--- config.mk ---
export PLATFORM = sky130hd
export DESIGN_NAME = seq_controller
export DESIGN_NICKNAME = d
export VERILOG_FILES = /design/src/rtl/seq_ctrl_pkg.sv /design/src/rtl/seq_decode.sv /design/src/rtl/seq_controller.sv
export SDC_FILE = /design/constraint.sdc
export NUM_CORES = 1
export LEC_CHECK = 0
export ABC_AREA = 1
export CAP_MARGIN = 20
export CORE_MARGIN = 5
export CORE_UTILIZATION = 40
export CTS_CLUSTER_DIAMETER = 150
export DETAILED_ROUTE_END_ITERATION = 6
export PLACE_DENSITY = 0.87
export SLEW_MARGIN = 20
export SYNTH_ARGS = -nofsm -noshare
export SYNTH_HDL_FRONTEND = slang
export SYNTH_HIERARCHICAL = 1
export SYNTH_SLANG_ARGS = --single-unit
--- constraint.sdc ---
create_clock -name clk -period 2.49 [get_ports clk]
set_input_delay 0.249 -clock clk [delete_from_list [all_inputs] [get_ports clk]]
set_output_delay 0.249 -clock clk [all_outputs]
set_load 0.01 [all_outputs]
--- src/rtl/seq_ctrl_pkg.sv ---
// Shared types and constants for the multi-cycle sequencer: state/instruction kinds,
// class and opcode encodings, and a generic bit-field extractor.
package seq_ctrl_pkg;

    typedef enum logic [2:0] {
        ST_IDLE,
        ST_FETCH,
        ST_T1,
        ST_T2,
        ST_T3,
        ST_HALT
    } state_t;

    typedef enum logic [2:0] {
        K_LOAD,
        K_COPY,
        K_ALU,
        K_ADDI,
        K_SUBI,
        K_HALT,
        K_ILLEGAL
    } kind_t;

    localparam logic [1:0] CLS_REG  = 2'b00;
    localparam logic [1:0] CLS_ADDI = 2'b01;
    localparam logic [1:0] CLS_RSVD = 2'b10;
    localparam logic [1:0] CLS_SUBI = 2'b11;

    localparam logic [3:0] OP_LOAD   = 4'b0000;
    localparam logic [3:0] OP_COPY   = 4'b0001;
    localparam logic [3:0] OP_ALU_LO = 4'b0010;
    localparam logic [3:0] OP_ALU_HI = 4'b1011;
    localparam logic [3:0] OP_HALT   = 4'b1111;
    localparam logic [3:0] ALU_ADD   = 4'b0010;
    localparam logic [3:0] ALU_SUB   = 4'b0011;

    // Returns word[lsb +: width], zero-extended; callers cast to the field width.
    function automatic logic [31:0] get_field(input logic [63:0] word, input int lsb,
                                              input int width);
        logic [63:0] mask;
        mask = ~(64'hFFFF_FFFF_FFFF_FFFF << width);
        return 32'((word >> lsb) & mask);
    endfunction

endpackage

--- src/rtl/seq_decode.sv ---
// Combinational instruction decode: classifies ir and extracts Rx, Ry, opcode and
// the zero-extended immediate.
module seq_decode
    import seq_ctrl_pkg::*;
#(
    parameter int REG_ADDR_W = 2,
    parameter int OP_W       = 4,
    parameter int DATA_W     = 2 + OP_W + 2 * REG_ADDR_W,
    parameter int IMM_W      = OP_W + REG_ADDR_W
) (
    input  logic [DATA_W-1:0]     ir,
    output kind_t                 kind,
    output logic [REG_ADDR_W-1:0] rx,
    output logic [REG_ADDR_W-1:0] ry,
    output logic [OP_W-1:0]       op,
    output logic [DATA_W-1:0]     imm
);

    always_comb begin
        op   = OP_W'(get_field(64'(ir), 2, OP_W));
        ry   = REG_ADDR_W'(get_field(64'(ir), 2 + OP_W, REG_ADDR_W));
        rx   = REG_ADDR_W'(get_field(64'(ir), DATA_W - REG_ADDR_W, REG_ADDR_W));
        imm  = DATA_W'(get_field(64'(ir), 2, IMM_W));
        kind = K_ILLEGAL;
        case (ir[1:0])
            CLS_ADDI: kind = K_ADDI;
            CLS_SUBI: kind = K_SUBI;
            CLS_RSVD: kind = K_ILLEGAL;
            CLS_REG: begin
                if (op == OP_W'(OP_LOAD))
                    kind = K_LOAD;
                else if (op == OP_W'(OP_COPY))
                    kind = K_COPY;
                else if (op == OP_W'(OP_HALT))
                    kind = K_HALT;
                else if (op >= OP_W'(OP_ALU_LO) && op <= OP_W'(OP_ALU_HI))
                    kind = K_ALU;
                else
                    kind = K_ILLEGAL;
            end
            default: kind = K_ILLEGAL;
        endcase
    end

endmodule

--- src/rtl/seq_controller.sv ---
// Multi-cycle timestep sequencer driving the shared-bus datapath enables.
//   state | meaning
//   IDLE  | waiting for run, nothing driven
//   FETCH | load IR from the external data port
//   T1-T3 | instruction timesteps, outputs decoded from ir
//   HALT  | HALT executed, parked until run drops
module seq_controller
    import seq_ctrl_pkg::*;
#(
    parameter int REG_ADDR_W = 2,
    parameter int OP_W       = 4,
    parameter int DATA_W     = 2 + OP_W + 2 * REG_ADDR_W,
    parameter int IMM_W      = OP_W + REG_ADDR_W
) (
    input  logic                  clk,
    input  logic                  rst_n,
    input  logic                  run,
    input  logic [DATA_W-1:0]     ir,
    output logic                  ir_in,
    output logic                  ext,
    output logic [DATA_W-1:0]     imm,
    output logic                  imm_out,
    output logic [REG_ADDR_W-1:0] rin,
    output logic [REG_ADDR_W-1:0] rout,
    output logic                  enw,
    output logic                  enr,
    output logic                  ain,
    output logic                  gin,
    output logic                  gout,
    output logic [OP_W-1:0]       alu_op,
    output logic                  busy,
    output logic                  done,
    output logic                  illegal,
    output logic                  halted
);

    if (DATA_W != 2 + OP_W + 2 * REG_ADDR_W) begin : g_bad_data_w
        $error("seq_controller: DATA_W must equal 2+OP_W+2*REG_ADDR_W");
    end

    state_t                state;
    kind_t                 kind;
    logic [REG_ADDR_W-1:0] rx, ry;
    logic [OP_W-1:0]       op;
    logic [DATA_W-1:0]     imm_val;

    seq_decode #(
        .REG_ADDR_W (REG_ADDR_W),
        .OP_W       (OP_W),
        .DATA_W     (DATA_W),
        .IMM_W      (IMM_W)
    ) u_decode (
        .ir   (ir),
        .kind (kind),
        .rx   (rx),
        .ry   (ry),
        .op   (op),
        .imm  (imm_val)
    );

    always_ff @(posedge clk or negedge rst_n) begin
        if (!rst_n) begin
            state <= ST_IDLE;
        end else begin
            case (state)
                ST_IDLE:  if (run) state <= ST_FETCH;
                ST_FETCH: state <= ST_T1;
                ST_T1: begin
                    case (kind)
                        K_ALU, K_ADDI, K_SUBI: state <= ST_T2;
                        K_HALT:                state <= ST_HALT;
                        default:               state <= run ? ST_FETCH : ST_IDLE;
                    endcase
                end
                ST_T2:    state <= ST_T3;
                ST_T3:    state <= run ? ST_FETCH : ST_IDLE;
                ST_HALT:  if (!run) state <= ST_IDLE;
                default:  state <= ST_IDLE;
            endcase
        end
    end

    // ADDI/SUBI reuse the ALU path with the immediate loaded into A in T1.
    always_comb begin
        ir_in   = 1'b0;
        ext     = 1'b0;
        imm     = '0;
        imm_out = 1'b0;
        rin     = '0;
        rout    = '0;
        enw     = 1'b0;
        enr     = 1'b0;
        ain     = 1'b0;
        gin     = 1'b0;
        gout    = 1'b0;
        alu_op  = '0;
        done    = 1'b0;
        illegal = 1'b0;
        busy    = (state != ST_IDLE) && (state != ST_HALT);
        halted  = (state == ST_HALT);
        case (state)
            ST_FETCH: begin
                ir_in = 1'b1;
                ext   = 1'b1;
            end
            ST_T1: begin
                case (kind)
                    K_LOAD: begin
                        ext  = 1'b1;
                        enw  = 1'b1;
                        rin  = rx;
                        done = 1'b1;
                    end
                    K_COPY: begin
                        enr  = 1'b1;
                        rout = ry;
                        enw  = 1'b1;
                        rin  = rx;
                        done = 1'b1;
                    end
                    K_ALU: begin
                        enr  = 1'b1;
                        rout = ry;
                        ain  = 1'b1;
                    end
                    K_ADDI, K_SUBI: begin
                        imm     = imm_val;
                        imm_out = 1'b1;
                        ain     = 1'b1;
                    end
                    K_HALT: done = 1'b1;
                    default: begin
                        illegal = 1'b1;
                        done    = 1'b1;
                    end
                endcase
            end
            ST_T2: begin
                enr  = 1'b1;
                rout = rx;
                gin  = 1'b1;
                case (kind)
                    K_ADDI:  alu_op = OP_W'(ALU_ADD);
                    K_SUBI:  alu_op = OP_W'(ALU_SUB);
                    default: alu_op = op;
                endcase
            end
            ST_T3: begin
                gout = 1'b1;
                enw  = 1'b1;
                rin  = rx;
                done = 1'b1;
            end
            default: ;
        endcase
    end

endmodule

==> flow_metrics.env, run 1 <==
export IMPL_rows=15
export IMPL_routed_wl_mm=2.23
export IMPL_grt_pass1_vias=833
export IMPL_finalHoldViolations=0
export IMPL_ir_worst_vdd_mv=0.413
export IMPL_intPower_uw=399
export IMPL_post_dp_hpwl_mm=1.68
export IMPL_post_route_min_period_ps=2350
export IMPL_pwr_share_seq_pct=12.5
export IMPL_finClkSkew_ps=0.784
export IMPL_post_place_ws_ps=-79.0
export IMPL_cts_tree="built"
export IMPL_insertion_delay_ps=230
export IMPL_ys_ff_latch=3
export IMPL_core_mm2=0.00173
export IMPL_grt_pass1_wl_mm=3.25
export IMPL_drcViolationCount=0
export IMPL_power_leakage_uw=0.000831
export IMPL_final_cells=195
export IMPL_die_height_um=52.8
export IMPL_holdWs_ps=193
export IMPL_total_power_uw=771
export IMPL_swShare_pct=48.3
export IMPL_numCtsBuffers=3
export IMPL_antenna_found_initial=0
export IMPL_cts_root_buf="clkbuf_4"
export IMPL_gp_congestion=0.804
export IMPL_fin_ws_ps=142
export IMPL_start_util_pct=42.5
export IMPL_drtPass1Iterations=4
export IMPL_reg_top3="state (3)"
export IMPL_final_period_utilization_pct=94.3
export IMPL_largest_register_ffs=3
export IMPL_wl_met1_um=887
export IMPL_route_top_layer_used="met4"
export IMPL_synthesis_area_um2=733
export IMPL_die_area_mm2=0.00279
export IMPL_arrival_ps=2100
export IMPL_die_w_um=52.8
export IMPL_ys_seq_area_share_pct=10.2
export IMPL_end_kind="primary output"
export IMPL_fmax_ghz=0.426
export IMPL_drtAntennaViolNets=0
export IMPL_vias_per_cell=4.52
export IMPL_cts_clk_slew_worst_paths_ps=40
export IMPL_comb_power_share_pct=76.1
export IMPL_n_fill_cell=156
export IMPL_wl_met3_um=119
export IMPL_nets=184
export IMPL_worst_setup_path_start_kind="input pin"
export IMPL_critPathMaxFanout=6
export IMPL_routedWlPerCell_um=11.4
export IMPL_setup_viol=0
export IMPL_io_buffers=38
export IMPL_top_register="state"
export IMPL_drive_gt1_share_pct=27.6
export IMPL_clk_path_buf_depth=2
export IMPL_slew_violations=0
export IMPL_ys_types=20
export IMPL_n_antenna_cell=0
export IMPL_wl_met2_mm=1.17
export IMPL_dpl_instance_area_mm2=0.00107
export IMPL_final_cell_area_mm2=0.00115
export IMPL_hp_class="in -> async"
export IMPL_p_clk_share_pct=11.4
export IMPL_drt_iter0_markers=13
export IMPL_power_density_mw_per_mm2=667
export IMPL_grt_use_total_pct=15.5
export IMPL_max_cap_viol_count=0
export IMPL_required_ps=2240
export IMPL_io_pins=43
export IMPL_dp_cells=187
export IMPL_outcome="complete, no violations"
export IMPL_area_delta_synth_final_pct=57.5
export IMPL_htree_levels=1
export IMPL_crit_type="in -> out"
export IMPL_cts_sinks=3
export IMPL_vias=882
export IMPL_ys_warnings_count=6
export IMPL_p_sw_uw=372
export IMPL_globalRouteOverflowTotal=0
export IMPL_post_synth_cell_area_avg_um2=5.55
export IMPL_synthCells=132
export IMPL_grt_max_degree=18
==> layout by cell type, fill, tap and decap left out <==
cell type and instances:
nand2_2 8, o22ai_1 1, o21ai_0 1, o211ai_1 1, a21oi_1 2, o21ai_1 6, o21bai_1 1, nor2_2 10
nand3_2 1, dlymetal6s2s_1 15, clkbuf_4 4, dfrtp_1 3, buf_4 12, inv_2 5, nor3_1 1, clkdlybuf4s50_1 18
clkbuf_2 4, nand3_1 9, nor2_4 1, nand2_1 26, nand2_4 2, dlygate4sd2_1 1, conb_1 4, nor2_1 15
inv_1 18, clkbuf_1 1
==> critical path, cell delays in order <==
cell and delay (ps):
clkdlybuf4s50_1 500, nand2_1 90, o21ai_1 320, inv_2 110, nand3_1 160, nand2_4 100
clkbuf_4 180, nand2_2 60, nor2_2 30, dlygate4sd2_1 290
==> cell type report <==
class                      instances  area, um2  share of cell area [%]
clock buffer                       4       26.3                    2.28
inverter                          23       86.3                    7.48
multi-input combinational         89        442                    38.2
sequential                         3       75.1                    6.50
tap                               25       31.3                    2.71
timing repair buffer              51        494                    42.8
==> cells in the mapped netlist, drive strengths merged <==
cell type / n / area share, %
o21ai: 7 / 4.8
nor3: 1 / 0.68
o21bai: 1 / 1.0
nand2: 36 / 23
buf: 20 / 21
a21oi: 2 / 1.4
dfrtp: 3 / 10
o22ai: 1 / 0.85
inv: 23 / 12
nor2: 26 / 17
nand3: 10 / 6.8
o211ai: 1 / 1.0
conb: 1 / 0.51
==> metrics by stage <==
stage	util, %	TNS (ps)
2_1_floorplan	-	0
3_3_place_gp	62.0	-55.9
3_5_place_dp	62.0	-573
4_1_cts	63.4	0
5_1_grt	66.9	-0.871
6_report	66.9	0
==> routing by layer <==
layer / vias to the layer above / global-route usage, %
met2: 30 / 28.7
met1: 394 / 16.3
li1: 454 / -
met3: 4 / 1.14
met5: - / 0
met4: 0 / 10.6
==> final timing paths <==
check,cells past startpoint,slack (ps),end,startpoint
max,10,140,imm[3],ir[4]
min,1,190,state[1],rst_n
max reg2reg,8,1180,state[0],state[2]
min reg2reg,5,640,state[1],state[1]
max in group asynchronous,1,2160,state[2],rst_n
min in group clk,5,640,state[1],state[1]
==> power by group through the flow <==
stage	Sequential [uW]	Clock [uW]	Combinational (uW)
global placement	96.7	0	580
global route	99.3	93.6	640
floorplan	94.0	0	345
detailed placement	97.0	0	595
finish	96.4	88.1	586
CTS	96.3	87.8	591
==> cell families (layout without fill, tap and decap cells) <==
group / Yosys count / after routing / synth area share (%)
AO/OA/AOI/OAI: 12 / 12 / 9.05
other: 1 / 4 / 0.511
buffers and inverters: 43 / 78 / 32.8
flip-flops: 3 / 3 / 10.2
AND/OR/NAND/NOR: 73 / 73 / 47.4
==> timing repair <==
action                     CTS  global route
pin swaps                    0             1
hold buffers                 0             0
buffers inserted             0             4
setup endpoints to repair   12            17
gates resized for setup      7            26
(Power assumes the default switching activity.)
==> inputs of run 2 (changes only) <==
--- a/config.mk
+++ b/config.mk
@@ -8,10 +8,11 @@
 export ABC_AREA = 1
 export CAP_MARGIN = 20
 export CORE_MARGIN = 5
-export CORE_UTILIZATION = 40
+export CORE_UTILIZATION = 37
 export CTS_CLUSTER_DIAMETER = 150
 export DETAILED_ROUTE_END_ITERATION = 6
-export PLACE_DENSITY = 0.87
+export PLACE_DENSITY = 0.82
+export SETUP_SLACK_MARGIN = 0.3
 export SLEW_MARGIN = 20
 export SYNTH_ARGS = -nofsm -noshare
 export SYNTH_HDL_FRONTEND = slang
==> constraint.sdc (replaced) <==
create_clock -name clk -period 2.65 [get_ports clk]
set_input_delay 0.265 -clock clk [delete_from_list [all_inputs] [get_ports clk]]
set_output_delay 0.265 -clock clk [all_outputs]
set_load 0.01 [all_outputs]
==> flow_metrics.env, run 2 (synthesized netlist as in run 1, its figures left out) <==
export IMPL_die_area_mm2=0.00297
export IMPL_insertion_delay_ps=250
export IMPL_finClkSkew_ps=6.48
export IMPL_end_kind="primary output"
export IMPL_swShare_pct=50.5
export IMPL_critPathMaxFanout=6
export IMPL_crit_buf_inv=5
export IMPL_fmax_ghz=0.442
export IMPL_max_cap_viol_count=0
export IMPL_final_period_utilization_pct=85.4
export IMPL_htree_levels=1
export IMPL_worst_setup_path_start_kind="input pin"
export IMPL_required_ps=2380
export IMPL_layout_common_cells="nand2_1 (24), inv_1 (16), dlymetal6s2s_1 (15)"
export IMPL_vias_per_cell=4.79
export IMPL_grt_pass1_vias=873
export IMPL_ctsHoldBuffers=0
export IMPL_n_fill_cell=188
export IMPL_cts_tree="built"
export IMPL_grt_use_total_pct=16.0
export IMPL_final_common_cell="nand2_1"
export IMPL_start_util_pct=38.2
export IMPL_cpPeakStageDelay_ps=490
export IMPL_grt_pass1_wl_mm=3.51
export IMPL_io_pins=43
export IMPL_fin_tns_setup_ps=0
export IMPL_antenna_found_initial=0
export IMPL_rows=16
export IMPL_io_buffers=38
export IMPL_drive_gt1_share_pct=28.7
export IMPL_grt_max_degree=18
export IMPL_area_delta_synth_final_pct=56.3
export IMPL_power_leakage_uw=0.000809
export IMPL_cts_root_buf="clkbuf_4"
export IMPL_outcome="complete, no violations"
export IMPL_rsz0062_at_grt="yes"
export IMPL_slew_violations=0
export IMPL_setup_viol=0
export IMPL_arrival_ps=2000
export IMPL_total_power_uw=714
export IMPL_reg_top3="state (3)"
export IMPL_post_route_min_period_ps=2260
export IMPL_globalRouteOverflowTotal=0
export IMPL_drtPass1Iterations=4
export IMPL_power_density_mw_per_mm2=623
export IMPL_crit_type="in -> out"
export IMPL_nets=178
export IMPL_finalHoldViolations=0
export IMPL_p_clk_share_pct=12.0
export IMPL_routedWlPerCell_um=12.1
export IMPL_gp_congestion=0.807
export IMPL_largest_register_ffs=3
export IMPL_numCtsBuffers=3
export IMPL_hp_class="in -> async"
export IMPL_clk_path_buf_depth=2
export IMPL_n_antenna_cell=0
export IMPL_comb_power_share_pct=75.2
export IMPL_core_mm2=0.00192
export IMPL_drcViolationCount=0
export IMPL_slowest_stage="clkdlybuf4s50_1"
export IMPL_pwr_share_seq_pct=12.8
export IMPL_routed_wl_mm=2.31
export IMPL_top_register="state"
export IMPL_cts_clk_slew_worst_paths_ps=40
export IMPL_die_height_um=54.5
export IMPL_p_sw_uw=360
export IMPL_drt_iter0_markers=16
export IMPL_crit_chain="clkdlybuf4s50_1 -> inv_1 -> nand2_1 -> nand3_2 -> inv_2 -> nand3_4 -> nand2_4 -> buf_4 -> nand2_2 -> nor2_2 -> dlygate4sd2_1"
export IMPL_cts_sinks=3
export IMPL_intPower_uw=354
export IMPL_post_dp_hpwl_mm=1.60
export IMPL_ir_worst_vdd_mv=0.313
export IMPL_die_w_um=54.5
export IMPL_vias=915
export IMPL_cpLargestDelayFamily="buffers and inverters"
export IMPL_drtAntennaViolNets=0
-- run 2: timing repair --
| action | CTS | global route |
|---|---|---|
| setup buffers | 2 | 0 |
| gates resized for setup | 13 | 30 |
| gates cloned | 1 | 0 |
| pin swaps | 0 | 4 |
| endpoints found under the setup margin | 20 | 20 |
-- run 2: stage by stage --
step           std cells  hold slack (ps)  utilization [%]  setup slack [ps]  cell area, um2
6_report             191              205             59.6               387            1150
5_1_grt              191              220             59.6               206            1150
4_1_cts              191              202             56.3               153            1080
3_5_place_dp         184              458             53.8              28.2            1030
3_3_place_gp         184              452             53.8              74.0            1030
2_1_floorplan        135            -30.6                -              1110             744
-- run 2: power by group through the flow --
| stage | combinational, uW | clock [uW] | sequential (uW) |
|---|---|---|---|
| CTS | 537 | 87.1 | 90.5 |
| floorplan | 324 | 0 | 88.3 |
| detailed placement | 553 | 0 | 91.1 |
| global route | 593 | 92.4 | 93.3 |
| global placement | 538 | 0 | 90.3 |
| finish | 536 | 86.0 | 91.3 |
-- run 2: cell type report --
type                    instances  area, um2  share of cell area [%]
multi-input cells              90        482                    42.0
repair buffers                 44        443                    38.6
inverters                      23       86.3                    7.53
flip-flops and latches          3       75.1                    6.55
well taps                      27       33.8                    2.95
clock buffers                   4       26.3                    2.29
-- run 2: final timing paths --
kind	from	endpoint	slack, ps	cells after the start
worst max-delay path	ir[1]	imm[4]	390	11
worst min-delay path	rst_n	state[2]	200	1
worst max register to register	state[2]	state[0]	1410	7
worst min register to register	state[1]	state[1]	640	5
max in group asynchronous	rst_n	state[1]	2290	1
min in group clk	state[1]	state[1]	640	5
-- run 2: per-layer routing --
metal | vias up | wire (um) | global-route usage [%] | share of wire, %
li1 | 443 | - | - | -
met1 | 416 | 790 | 16.3 | 34
met2 | 47 | 1230 | 29.3 | 53
met3 | 9 | 196 | 3.54 | 8.5
met4 | 0 | 87 | 9.96 | 3.8
met5 | - | 0 | 0 | 0
==> inputs of run 3 (changes only) <==
--- a/config.mk
+++ b/config.mk
@@ -8,13 +8,12 @@
 export ABC_AREA = 1
 export CAP_MARGIN = 20
 export CORE_MARGIN = 5
-export CORE_UTILIZATION = 37
+export CORE_UTILIZATION = 34
 export CTS_CLUSTER_DIAMETER = 150
 export DETAILED_ROUTE_END_ITERATION = 6
-export PLACE_DENSITY = 0.82
+export PLACE_DENSITY = 0.83
 export SETUP_SLACK_MARGIN = 0.3
 export SLEW_MARGIN = 20
 export SYNTH_ARGS = -nofsm -noshare
 export SYNTH_HDL_FRONTEND = slang
-export SYNTH_HIERARCHICAL = 1
 export SYNTH_SLANG_ARGS = --single-unit
==> flow_metrics.env, run 3 <==
export IMPL_outcome="complete, no violations"
export IMPL_drtPass1Iterations=4
export IMPL_nets=160
export IMPL_power_leakage_uw=0.000616
export IMPL_post_cts_buffers=0
export IMPL_post_route_min_period_ps=2290
export IMPL_worst_setup_path_start_kind="input pin"
export IMPL_ff_latch_area_um2=75.1
export IMPL_setup_viol=0
export IMPL_antenna_found_initial=0
export IMPL_n_fill_cell=166
export IMPL_drt_iter0_markers=4
export IMPL_end_kind="primary output"
export IMPL_ys_ff_latch=3
export IMPL_cts_resized=2
export IMPL_vias_per_cell=4.55
export IMPL_finClkSkew_ps=6.39
export IMPL_hp_class="in -> async"
export IMPL_synthesis_area_um2=593
export IMPL_r2r_start="state[0]"
export IMPL_cpPeakStageDelay_ps=560
export IMPL_numCtsBuffers=3
export IMPL_routed_wl_mm=1.77
export IMPL_synthCells=106
export IMPL_rrSetupSlack_ps=1440
export IMPL_final_period_utilization_pct=86.2
export IMPL_fin_tns_setup_ps=0
export IMPL_crit_type="in -> out"
export IMPL_post_place_ws_ps=296
export IMPL_dp_cells=159
export IMPL_largest_register_ffs=3
export IMPL_routedWlPerCell_um=10.9
export IMPL_arrival_ps=2020
export IMPL_grt_pass1_wl_mm=3.02
export IMPL_slowest_stage="clkdlybuf4s50_1"
export IMPL_final_cells=163
export IMPL_finalHoldViolations=0
export IMPL_max_cap_viol_count=0
export IMPL_top_register="state"
export IMPL_globalRouteOverflowTotal=0
export IMPL_cts_tree="built"
export IMPL_synth_top_area_share_pct=22.2
export IMPL_reg_top3="state (3)"
export IMPL_die_area_mm2=0.00268
export IMPL_drtAntennaViolNets=0
export IMPL_n_antenna_cell=0
export IMPL_cts_root_buf="clkbuf_4"
export IMPL_crit_chain="clkdlybuf4s50_1 -> inv_2 -> nand2_1 -> nand2_1 -> nand3_1 -> nand2_1 -> o21ai_0 -> clkdlybuf4s50_1"
export IMPL_io_buffers=38
export IMPL_synth_area_leaders="nand2_1 (22%), dfrtp_1 (13%), inv_1 (9.5%), nor2_1 (8.2%), nor2_8 (6.8%)"
export IMPL_ys_types=23
export IMPL_grt_max_degree=9
export IMPL_route_top_layer_used="met4"
export IMPL_core_mm2=0.00169
export IMPL_post_synth_cell_area_avg_um2=5.59
export IMPL_ys_flop_type="dfrtp_1"
export IMPL_die_height_um=51.8
export IMPL_clk_path_buf_depth=2
export IMPL_required_ps=2380
export IMPL_post_dp_hpwl_mm=1.58
export IMPL_wl_met3_um=137
export IMPL_synth_most_common_cell="nand2_1"
export IMPL_yosysTopAreaCell="nand2_1"
export IMPL_insertion_delay_ps=240
export IMPL_async_flop_share_pct=100
export IMPL_fmax_ghz=0.438
export IMPL_grt_use_total_pct=15.2
export IMPL_drcViolationCount=0
export IMPL_fin_ws_ps=365
export IMPL_synth_commonest_cells="nand2_1 (35), inv_1 (15), nor2_1 (13)"
export IMPL_power_density_mw_per_mm2=726
export IMPL_io_pins=43
export IMPL_layout_common_cells="nand2_1 (35), clkdlybuf4s50_1 (30), inv_1 (15)"
export IMPL_drive_gt1_share_pct=14.4
export IMPL_rows=15
export IMPL_area_delta_synth_final_pct=70.3
export IMPL_vias=742
export IMPL_ys_warnings_count=0
export IMPL_die_w_um=51.8
export IMPL_gp_congestion=0.815
export IMPL_htree_levels=1
export IMPL_multi_input_area_um2=409
export IMPL_cts_sinks=3
export IMPL_start_util_pct=35.1
export IMPL_cts_clk_slew_worst_paths_ps=40
export IMPL_reg2regPathDepth=6
export IMPL_grt_pass1_vias=719
export IMPL_crit_top_cell="nand2_1"
export IMPL_critPathMaxFanout=4
export IMPL_wl_met2_um=926
export IMPL_synth_edff_count=0
export IMPL_r2r_end="state[0]"
export IMPL_ir_worst_vdd_mv=0.304
export IMPL_wl_met1_um=674
export IMPL_final_common_cell="nand2_1"
export IMPL_slew_violations=0
export IMPL_rsz0062_at_grt="yes"
export IMPL_ctsHoldBuffers=0
export IMPL_ys_seq_area_share_pct=12.7
==> run 3: report_power, final <==
group	switching [uW]	internal (uW)
registers	28.3	67.3
clock network	27.1	56.6
logic	294	259
==> run 3: worst max path at each step <==
stage	start	end	cells after the start
2_1_floorplan	state[0]	rin[0]	7
3_3_place_gp	ir[0]	rout[1]	8
3_5_place_dp	ir[5]	rin[0]	10
4_1_cts	ir[0]	rout[1]	8
5_1_grt	ir[4]	done	9
6_report	ir[1]	done	8
==> run 3: logic make-up (layout without fill, tap and decap cells) <==
group	count (synthesis)	after routing	synth area share (%)
AOI/OAI and AO/OA	13	13	14.8
buffers and inverters	27	64	20.3
DFF	3	3	12.7
other	1	4	0.632
and+or+nand+nor	62	62	51.7
==> run 3: cell type report <==
cell class | instances | area share (%)
multi-input cells | 79 | 40.5
flip-flops and latches | 3 | 7.43
clock buffers | 4 | 2.60
inverters | 22 | 8.43
well taps | 17 | 2.11
repair buffers | 38 | 38.9
==> run 3: metal layers <==
layer  vias to the layer above  global-route usage (%)
met5                         -                       0
met4                         0                    7.86
met3                         3                    4.30
met2                        29                    28.0
met1                       314                    15.3
li1                        396                       -
==> run 3: metrics by stage <==
| stage | utilization [%] | area (um2) | hold slack (ps) | power (uW) |
|---|---|---|---|---|
| 4_1_cts | 58.9 | 995 | 202 | 751 |
| 3_5_place_dp | 57.5 | 971 | 458 | 666 |
| 3_3_place_gp | 57.5 | 971 | 451 | 655 |
| 6_report | 59.8 | 1010 | 204 | 733 |
| 2_1_floorplan | - | 604 | -30.6 | 403 |
| 5_1_grt | 59.8 | 1010 | 201 | 802 |
==> run 3: worst max-delay path: cells and delay by family <==
family | cells | cell delay, ps
AOI/OAI and AO/OA | 1 | 140
and+or+nand+nor | 4 | 430
buffers and inverters | 3 | 1180
